**config.mk**
```make
export PLATFORM = sky130hd
export DESIGN_NAME = fp_normalize_pipe
export DESIGN_NICKNAME = d
export VERILOG_FILES = /design/src/rtl/fp_normalize_pipe_pkg.sv /design/src/rtl/fp_lzc.sv /design/src/rtl/fp_normalize_pipe.sv
export SDC_FILE = /design/constraint.sdc
export NUM_CORES = 1
export LEC_CHECK = 0
export CORE_UTILIZATION = 40
export CTS_CLUSTER_DIAMETER = 50
export DETAILED_ROUTE_END_ITERATION = 8
export PLACE_DENSITY = 0.58
export SLEW_MARGIN = 20
export SYNTH_ARGS = -nofsm -noshare
export SYNTH_HDL_FRONTEND = slang
export SYNTH_SLANG_ARGS = --single-unit
```
**constraint.sdc**
```tcl
create_clock -name clk -period 4.52 [get_ports clk]
set_clock_uncertainty 0.2 [all_clocks]
set_input_delay 1.13 -clock clk [delete_from_list [all_inputs] [get_ports clk]]
set_output_delay 1.13 -clock clk [all_outputs]
set_load 0.01 [all_outputs]
```
**src/rtl/fp_normalize_pipe_pkg.sv**
```systemverilog
// Shared format definitions for the floating-point adder datapath.
// Each format selector maps to exponent, stored-mantissa and protect-bit widths.
package fp_normalize_pipe_pkg;

    localparam int FP32 = 0;
    localparam int FP16 = 1;
    localparam int BF16 = 2;

    // Guard, round and sticky bits carried below the mantissa in every format.
    localparam int PROTECT_LEN = 3;

    function automatic int getExpLen(input int fmt);
        case (fmt)
            FP16:    return 5;
            BF16:    return 8;
            default: return 8;
        endcase
    endfunction

    function automatic int getMantissaLen(input int fmt);
        case (fmt)
            FP16:    return 10;
            BF16:    return 7;
            default: return 23;
        endcase
    endfunction

    function automatic int getProtectLen(input int fmt);
        case (fmt)
            default: return PROTECT_LEN;
        endcase
    endfunction

endpackage

```
**src/rtl/fp_lzc.sv**
```systemverilog
// Tree-structured leading-zero counter. The input is padded on the LSB side
// with ones up to a power of two, so an all-zero input naturally counts WIDTH.
module fp_lzc #(
    parameter  int WIDTH = 27,
    localparam int OUT_W = $clog2(WIDTH + 1)
) (
    input  logic [WIDTH-1:0] value_i,
    output logic [OUT_W-1:0] count_o
);

    localparam int LVLS = (WIDTH > 1) ? $clog2(WIDTH) : 1;
    localparam int N    = 1 << LVLS;

    logic [N-1:0]                      padded;
    logic [LVLS:0][N-1:0]              nodeValid;
    logic [LVLS:0][N-1:0][LVLS-1:0]    nodeCount;

    // Pairwise reduction: each node keeps "any one below me" and the zero
    // count of its upper half, falling back to the lower half plus its size.
    always_comb begin
        padded                 = '1;
        padded[N-1 -: WIDTH]   = value_i;
        nodeValid              = '0;
        nodeCount              = '0;
        nodeValid[0]           = padded;
        for (int lvl = 1; lvl <= LVLS; lvl++) begin
            for (int n = 0; n < (N >> lvl); n++) begin
                if (nodeValid[lvl-1][2*n+1]) begin
                    nodeValid[lvl][n] = 1'b1;
                    nodeCount[lvl][n] = nodeCount[lvl-1][2*n+1];
                end else begin
                    nodeValid[lvl][n] = nodeValid[lvl-1][2*n];
                    nodeCount[lvl][n] = nodeCount[lvl-1][2*n] + LVLS'(1 << (lvl - 1));
                end
            end
        end
    end

    assign count_o = nodeValid[LVLS][0] ? OUT_W'(nodeCount[LVLS][0]) : OUT_W'(WIDTH);

endmodule

```
**src/rtl/fp_normalize_pipe.sv**
```systemverilog
// Two-stage normalisation of the raw mantissa sum after add/sub.
// Stage 1 captures the sum and its leading-zero count; stage 2 shifts the
// mantissa right on carry or left on cancellation, saturates exponent
// overflow to infinity and denormalises results that fall below exponent 1.
module fp_normalize_pipe
    import fp_normalize_pipe_pkg::*;
#(
    parameter  int DATA_FORMAT = FP32,
    parameter  int TAG_W       = 4,
    localparam int E           = getExpLen(DATA_FORMAT),
    localparam int M           = getMantissaLen(DATA_FORMAT),
    localparam int P           = getProtectLen(DATA_FORMAT),
    localparam int W           = M + P + 1
) (
    input  logic             clk,
    input  logic             rst_n,
    input  logic             flush,
    input  logic             in_valid,
    output logic             in_ready,
    input  logic [E-1:0]     in_exp,
    input  logic [W:0]       in_sum,
    input  logic [TAG_W-1:0] in_tag,
    output logic             out_valid,
    input  logic             out_ready,
    output logic [W-1:0]     out_mant,
    output logic [E-1:0]     out_exp,
    output logic [TAG_W-1:0] out_tag,
    output logic             out_ovf,
    output logic             out_tiny,
    output logic             out_zero
);

    localparam int LZ_W = $clog2(W + 1);
    // Exponent math runs one bit wider than either operand so nothing wraps.
    localparam int CW   = ((E > LZ_W) ? E : LZ_W) + 1;
    localparam logic [CW-1:0] EXP_ALL_ONES = CW'((1 << E) - 1);

    logic             adv1;
    logic             adv2;
    logic [LZ_W-1:0]  lzcCount;

    logic             s1Valid_q;
    logic [W:0]       s1Sum_q;
    logic [E-1:0]     s1Exp_q;
    logic [TAG_W-1:0] s1Tag_q;
    logic             s1Carry_q;
    logic             s1Zero_q;
    logic [LZ_W-1:0]  s1Lzc_q;

    logic             s2Valid_q;
    logic [W-1:0]     s2Mant_q;
    logic [E-1:0]     s2Exp_q;
    logic [TAG_W-1:0] s2Tag_q;
    logic             s2Ovf_q;
    logic             s2Tiny_q;
    logic             s2Zero_q;

    logic [W-1:0]     mant_d;
    logic [E-1:0]     exp_d;
    logic             ovf_d;
    logic             tiny_d;
    logic             zero_d;
    logic [CW-1:0]    expWide;
    logic [CW-1:0]    expInc;
    logic [CW-1:0]    lzcWide;

    // A stage may advance when it is empty or its successor is advancing;
    // flush refuses new input so nothing slips in behind the drop.
    assign adv2     = !s2Valid_q || out_ready;
    assign adv1     = !s1Valid_q || adv2;
    assign in_ready = adv1 && !flush;

    fp_lzc #(.WIDTH(W)) uLzc (
        .value_i (in_sum[W-1:0]),
        .count_o (lzcCount)
    );

    // Stage 1 captures the accepted sum with its carry, zero and lzc summary.
    always_ff @(posedge clk or negedge rst_n) begin
        if (!rst_n) begin
            s1Valid_q <= 1'b0;
            s1Sum_q   <= '0;
            s1Exp_q   <= '0;
            s1Tag_q   <= '0;
            s1Carry_q <= 1'b0;
            s1Zero_q  <= 1'b0;
            s1Lzc_q   <= '0;
        end else begin
            if (flush) begin
                s1Valid_q <= 1'b0;
            end else if (adv1) begin
                s1Valid_q <= in_valid;
            end
            if (in_valid && in_ready) begin
                s1Sum_q   <= in_sum;
                s1Exp_q   <= in_exp;
                s1Tag_q   <= in_tag;
                s1Carry_q <= in_sum[W];
                s1Zero_q  <= (in_sum == '0);
                s1Lzc_q   <= lzcCount;
            end
        end
    end

    // Stage 2 normalise: zero, then carry/overflow, then left shift limited
    // by the exponent so the result never goes below the subnormal encoding.
    always_comb begin
        mant_d  = '0;
        exp_d   = '0;
        ovf_d   = 1'b0;
        tiny_d  = 1'b0;
        zero_d  = 1'b0;
        expWide = CW'(s1Exp_q);
        expInc  = expWide + CW'(1);
        lzcWide = CW'(s1Lzc_q);
        if (s1Zero_q) begin
            zero_d = 1'b1;
        end else if (s1Carry_q) begin
            if (expInc >= EXP_ALL_ONES) begin
                ovf_d = 1'b1;
                exp_d = '1;
            end else begin
                mant_d = s1Sum_q[W:1] | W'(s1Sum_q[0]);
                exp_d  = expInc[E-1:0];
            end
        end else if (lzcWide + CW'(1) <= expWide) begin
            mant_d = s1Sum_q[W-1:0] << lzcWide;
            exp_d  = E'(expWide - lzcWide);
        end else begin
            mant_d = s1Sum_q[W-1:0] << (expWide - CW'(1));
            tiny_d = 1'b1;
        end
    end

    // Stage 2 is the output register; it holds while downstream stalls.
    always_ff @(posedge clk or negedge rst_n) begin
        if (!rst_n) begin
            s2Valid_q <= 1'b0;
            s2Mant_q  <= '0;
            s2Exp_q   <= '0;
            s2Tag_q   <= '0;
            s2Ovf_q   <= 1'b0;
            s2Tiny_q  <= 1'b0;
            s2Zero_q  <= 1'b0;
        end else begin
            if (flush) begin
                s2Valid_q <= 1'b0;
            end else if (adv2) begin
                s2Valid_q <= s1Valid_q;
            end
            if (!flush && adv2 && s1Valid_q) begin
                s2Mant_q <= mant_d;
                s2Exp_q  <= exp_d;
                s2Tag_q  <= s1Tag_q;
                s2Ovf_q  <= ovf_d;
                s2Tiny_q <= tiny_d;
                s2Zero_q <= zero_d;
            end
        end
    end

    assign out_valid = s2Valid_q;
    assign out_mant  = s2Mant_q;
    assign out_exp   = s2Exp_q;
    assign out_tag   = s2Tag_q;
    assign out_ovf   = s2Ovf_q;
    assign out_tiny  = s2Tiny_q;
    assign out_zero  = s2Zero_q;

endmodule
```
# Word-level counts from Yosys, hierarchy flattened
# Cells that the tools add are included.
[word_totals]
out_inout_bits = 44
input_bits = 45
wordCells = 117
ff_bits = 91
[op_classes]
shifts = 2
bitwise_logic = 1
n_lt_le_gt_ge = 2
add_sub_neg = 17
n_reduce_logical = 12
mux = 69
[op_table]
columns = ["cell", "n"]
rows = [
  ["27-bit 2-to-1 mux", 4],
  ["5-bit 2-to-1 mux", 13],
  ["1-bit 2-to-1 mux", 48],
  ["8-bit 2-to-1 mux", 4],
  ["28-bit zero test", 1],
  ["27-bit by 1-bit bitwise OR with 27-bit output", 1],
  ["27-bit by 5-bit << shifter with 27-bit output", 1],
  ["27-bit by 9-bit << shifter with 27-bit output", 1],
  ["1-bit by 2-bit adder with 3-bit output, second input constant", 6],
  ["5-bit by 3-bit adder with 5-bit output, second input constant", 3],
  ["5-bit by 4-bit adder with 5-bit output, second input constant", 2],
  ["8-bit by 1-bit adder with 9-bit output, second input constant", 1],
  ["9-bit by 8-bit greater-or-equal comparator with 1-bit output, second input constant", 1],
  ["8-bit by 1-bit subtractor with 9-bit output, second input constant", 1],
  ["6-bit by 8-bit <= comparator with 1-bit output", 1],
  ["8-bit by 5-bit subtractor with 8-bit output", 1],
  ["5-bit by 1-bit adder with 6-bit output, second input constant", 1],
  ["5-bit by 2-bit adder with 5-bit output, second input constant", 1],
  ["5-bit adder, second input constant", 1],
  ["1-bit logical AND", 4],
  ["2-bit nonzero test", 2],
  ["1-bit zero test", 3],
  ["1-bit logical OR", 2],
]

# Logic depth before layout (Yosys ltp)
[depth]
ltp_word = 8
depth_mapped = 16
mapped_depth_nobuf = 13

# Cells and area by module
# From an unflattened synthesis, not the netlist that was laid out.
[hier_totals]
hier_cells = 729
area_unflattened_um2 = 6762.7
[by_module_without_submodules]
columns = ["module", "n_inst", "seq_area_each_um2", "cells_each", "area_per_inst_um2"]
rows = [
  ["fp_normalize_pipe", 1, 2252.2, 681, 6444.9],
  ["fp_lzc", 1, 0.0, 48, 317.8],
]

# Worst setup path after synthesis
# Ideal clock, no wire load.
[synth_timing]
path_kind = "reg-to-reg"
startpoint = "register s1Lzc_q[0]"
endpoint = "register s2Mant_q[16] (netlist: out_mant[16])"
arrival_ns = 3.183
setup_ns = 0.137
synth_period_minus_slack_ns = 3.520
setup_slack_ns = 1.000
n_path_buf = 2
path_stages_with_launch = 16
t_required_ns = 4.183
path_cell_list = "dfrtp_1 ha_1 nand3_1 xnor2_1 ha_1 and4bb_4 o2111a_2 or2_1 buf_6 a41o_2 buf_6 and2_1 o31ai_2 o2bb2ai_1 a222oi_1 o31ai_1"
[synth_between]
elab_chain_cells = 5
word_cells_on_any_way = 6
classes_between = "add/sub (1); order compare (1); shift (1); mux (3)"
[synth_rtl]
columns = ["item", "line_no", "source"]
rows = [
  ["start, declared", "fp_normalize_pipe.sv:48", "logic [LZ_W-1:0] s1Lzc_q;"],
  ["start signal, assigned", "fp_normalize_pipe.sv:100", "s1Lzc_q <= lzcCount;"],
  ["5-bit by 1-bit adder with 6-bit output", "fp_normalize_pipe.sv:126", "end else if (lzcWide + CW'(1) <= expWide) begin"],
  ["6-bit by 8-bit <= comparator with 1-bit output", "fp_normalize_pipe.sv:126", ""],
  ["27-bit 2-to-1 mux *", "fp_normalize_pipe.sv:126", ""],
  ["27-bit 2-to-1 mux *", "fp_normalize_pipe.sv:118", "end else if (s1Carry_q) begin"],
  ["27-bit 2-to-1 mux *", "fp_normalize_pipe.sv:116", "if (s1Zero_q) begin"],
  ["end signal, assigned", "fp_normalize_pipe.sv:152", "s2Mant_q <= mant_d;"],
  ["end, declared", "fp_normalize_pipe.sv:51", "logic [W-1:0] s2Mant_q;"],
]
# Mark *: on every way between the ends. The rest lies on a longest branch, timed or not.
# A chain may end at the register's enable or synchronous reset.

# Worst setup path after layout
[layout_timing]
startpoint = "register s1Lzc_q[1]"
endpoint = "register s2Mant_q[24] (netlist: out_mant[24])"
# The elaborated chain is that of the path after synthesis.

==> run summary <==
Max Cap Violations - 0
Status - finished, final reports clean
Most common cell in the synthesized netlist - dfrtp_1
Tcrit/Tclk final - 91.6%
CP endpoint kind - flip-flop
Routed WL - 22.3 mm
Setup violators final - 0
CP Max Fanout - 14
DP Wirelength - 17.2 mm
Initial Util - 41.2%
Max clock buf depth - 2
Wirelength per Cell - 21.8 µm
First-pass iteration count of the detailed router - 5
Net Count, Synth - 770
Max-slew violations - 0
TritonCTS clock tree - built
H-tree depth - 3
Most used cell, CP - ha_1
Critical-path cell list - ha_1, nand3_1, xnor2_1, ha_1, and4bb_4, o2111a_2, or2_1, nand2_1, a21o_2, and2_1, a221o_1, a221oi_1, a31oi_1
Power Dens Cells - 407 nW/µm²
Die Y-Extent - 130 µm
Primary FF master, synth - dfrtp_1
Area leader, netlist - dfrtp_1
Period minus WS final - 4140 ps
Share of layout cells above drive strength 1 - 17.0%
Kind of critical path - reg -> reg
LEAKAGE - 3.24 nW
CP max-delay cell - or2_1
CP Launch Type - flip-flop
Largest net degree at the start of global routing - 67
Unrepaired setup endpoints after global routing - false
Post-CTS Resized - 0
Clk_lat worst skew - 350 ps
Worst relative slew slack - 44.0%
First-pass GRT wire length - 34.6 mm
Post-synthesis instance area - 6570 µm²
Post-synth EDFFs - 0
Crit-path max cell delay - 490 ps
Number of CTS-inserted buffers - 9
Pre-CTS WS - 447 ps
# DRC - 0
Area grow syn2layout - 22.2%
Delay-heaviest family, CP - simple AND/OR/NAND/NOR gates
# diodes - 0
Slack of the critical path - 379 ps
Reg clk slew, reported paths - 70 ps
Rows - 46
Gpl congestion - 0.974
CP required - 4550 ps
WP buf/inv - 0
Synth area leaders - dfrtp_1 34%, mux2_2 7.4%, nand2_1 3.8%, a21oi_1 3.4%, a22oi_1 3.0%
Yosys warns - 0
Synth async-reset ratio - 100%
Worst hold path type - reg -> reg
CTS root buf - clkbuf_16
Nets - 864
I/O Pins - 89
Via count - 6227
Iter 0 DRT Violations - 651
Synth top area share - 34.3%
Fmax - 241 MHz
Initial antenna violation count - 0
Register area share after synthesis - 34.3%
Synth unique cells - 94
Antenna viol nets, final - 0
Post-CTS Setup Bufs - 0
Vias per cell - 6.08
Fin. Hold Viols - 0
Total GRT Usage - 27.4%
Cells after synthesis - 709
Mean Syn Cell Area - 9.26 µm²
Placeable Area - 15900 µm²
Worst Max-Slew Pin Slew - 840 ps
Die ar. - 16900 µm²
Total negative slack - 0 ps
CP arrival - 4170 ps
Max VDD drop - 0.195 mV
CTS sink count - 90
Hold buffer count at cts - 0
Total grt overflow - 0
Commonest cells post-synth - 90 x dfrtp_1, 67 x nand2_1, 45 x nor2_1
Port-buffer cells - 88
Flops & latches, synth - 90
Die width - 130 µm
Vias in the first global route - 5943
layer usage:
metal  vias up  GRT usage [%]  share of wire, %
met5         -              0                 0
li1       2911              -                 -
met2       273           41.3                44
met1      3017           39.6                46
met3        26           5.62               8.3
met4         0           7.39               1.4
state kept, by name, indices dropped and copies added, names as in the netlist:
name       cells
s1Sum_q       28
out_ovf        1
s1Valid_q      1
s1Zero_q       1
out_zero       1
out_exp        8
s1Tag_q        4
s1Exp_q        8
out_mant      27
out_valid      1
out_tag        4
out_tiny       1
s1Lzc_q        5
layout make-up:
cell class / count / area, µm²
Multi-Input combinational cell: 559 / 3990
Clock buffer: 10 / 229
Inverter: 22 / 82.6
Sequential cell: 90 / 2250
Timing Repair Buffer: 121 / 1130
Fill cell: 1545 / 7920
Tap cell: 216 / 270
Clock inverter: 6 / 75.1
cells by family after synthesis:
group	after synthesis	share of synthesized area, %
AOI/OAI and AO/OA	251	28.8
and+or+nand+nor	216	16.7
DFF	90	34.3
buffers and inverters	60	5.03
muxes	57	9.51
xor gates and xnor gates	19	2.53
adders and majority gates	16	3.16
worst paths after layout:
check | start | to | slack, ps | cells past startpoint
worst max-delay path | s1Lzc_q[1]$_DFFE_PN0P_ | out_mant[24]$_DFFE_PN0P_ | 380 | 13
worst min-delay path | out_exp[6]$_DFFE_PN0P_ | out_exp[6]$_DFFE_PN0P_ | 270 | 1
worst max register to register | s1Lzc_q[1]$_DFFE_PN0P_ | out_mant[24]$_DFFE_PN0P_ | 380 | 13
worst min register to register | out_exp[6]$_DFFE_PN0P_ | out_exp[6]$_DFFE_PN0P_ | 270 | 1
max in group asynchronous | rst_n | s1Sum_q[14]$_DFFE_PN0P_ | 2720 | 2
min in group asynchronous | rst_n | out_tiny$_DFFE_PN0P_ | 670 | 1
placed cells by master, fill, tap and decap left out, types with 11 or more instances in the layout:
cell type | synthesis | final
a21o_1 | 15 | 15
a21oi_1 | 44 | 44
a22oi_1 | 26 | 26
buf_4 | 1 | 34
clkdlybuf4s50_1 | 0 | 87
dfrtp_1 | 90 | 90
ha_1 | 15 | 15
inv_1 | 22 | 22
mux2_2 | 43 | 43
mux2i_1 | 14 | 14
nand2_1 | 67 | 66
nand3_1 | 24 | 24
nor2_1 | 45 | 45
nor3_1 | 18 | 18
o211ai_1 | 18 | 18
o21ai_0 | 36 | 36
xnor2_1 | 11 | 11
through the flow:
stage	area [µm²]	total power [mW]	hold WS [ps]	std cells	util, %
detailed placement	7720	2.47	265	1008	48.4
CTS	8020	3.26	281	1024	50.3
global placement	7720	2.46	252	1008	48.4
finish	8020	3.26	273	1024	50.3
floorplan	6570	1.88	275	709	-
global route	8020	3.44	305	1024	50.3
power breakdown:
| group | leakage [nW] | switching [mW] | internal (mW) | total [mW] |
|---|---|---|---|---|
| sequential | 1.12 | 0.177 | 0.969 | 1.15 |
| clock | 0.145 | 0.348 | 0.437 | 0.785 |
| combinational | 1.98 | 0.699 | 0.633 | 1.33 |
| total | 3.24 | 1.22 | 2.04 | 3.26 |
Note: power is estimated with default switching activity, not from simulation.
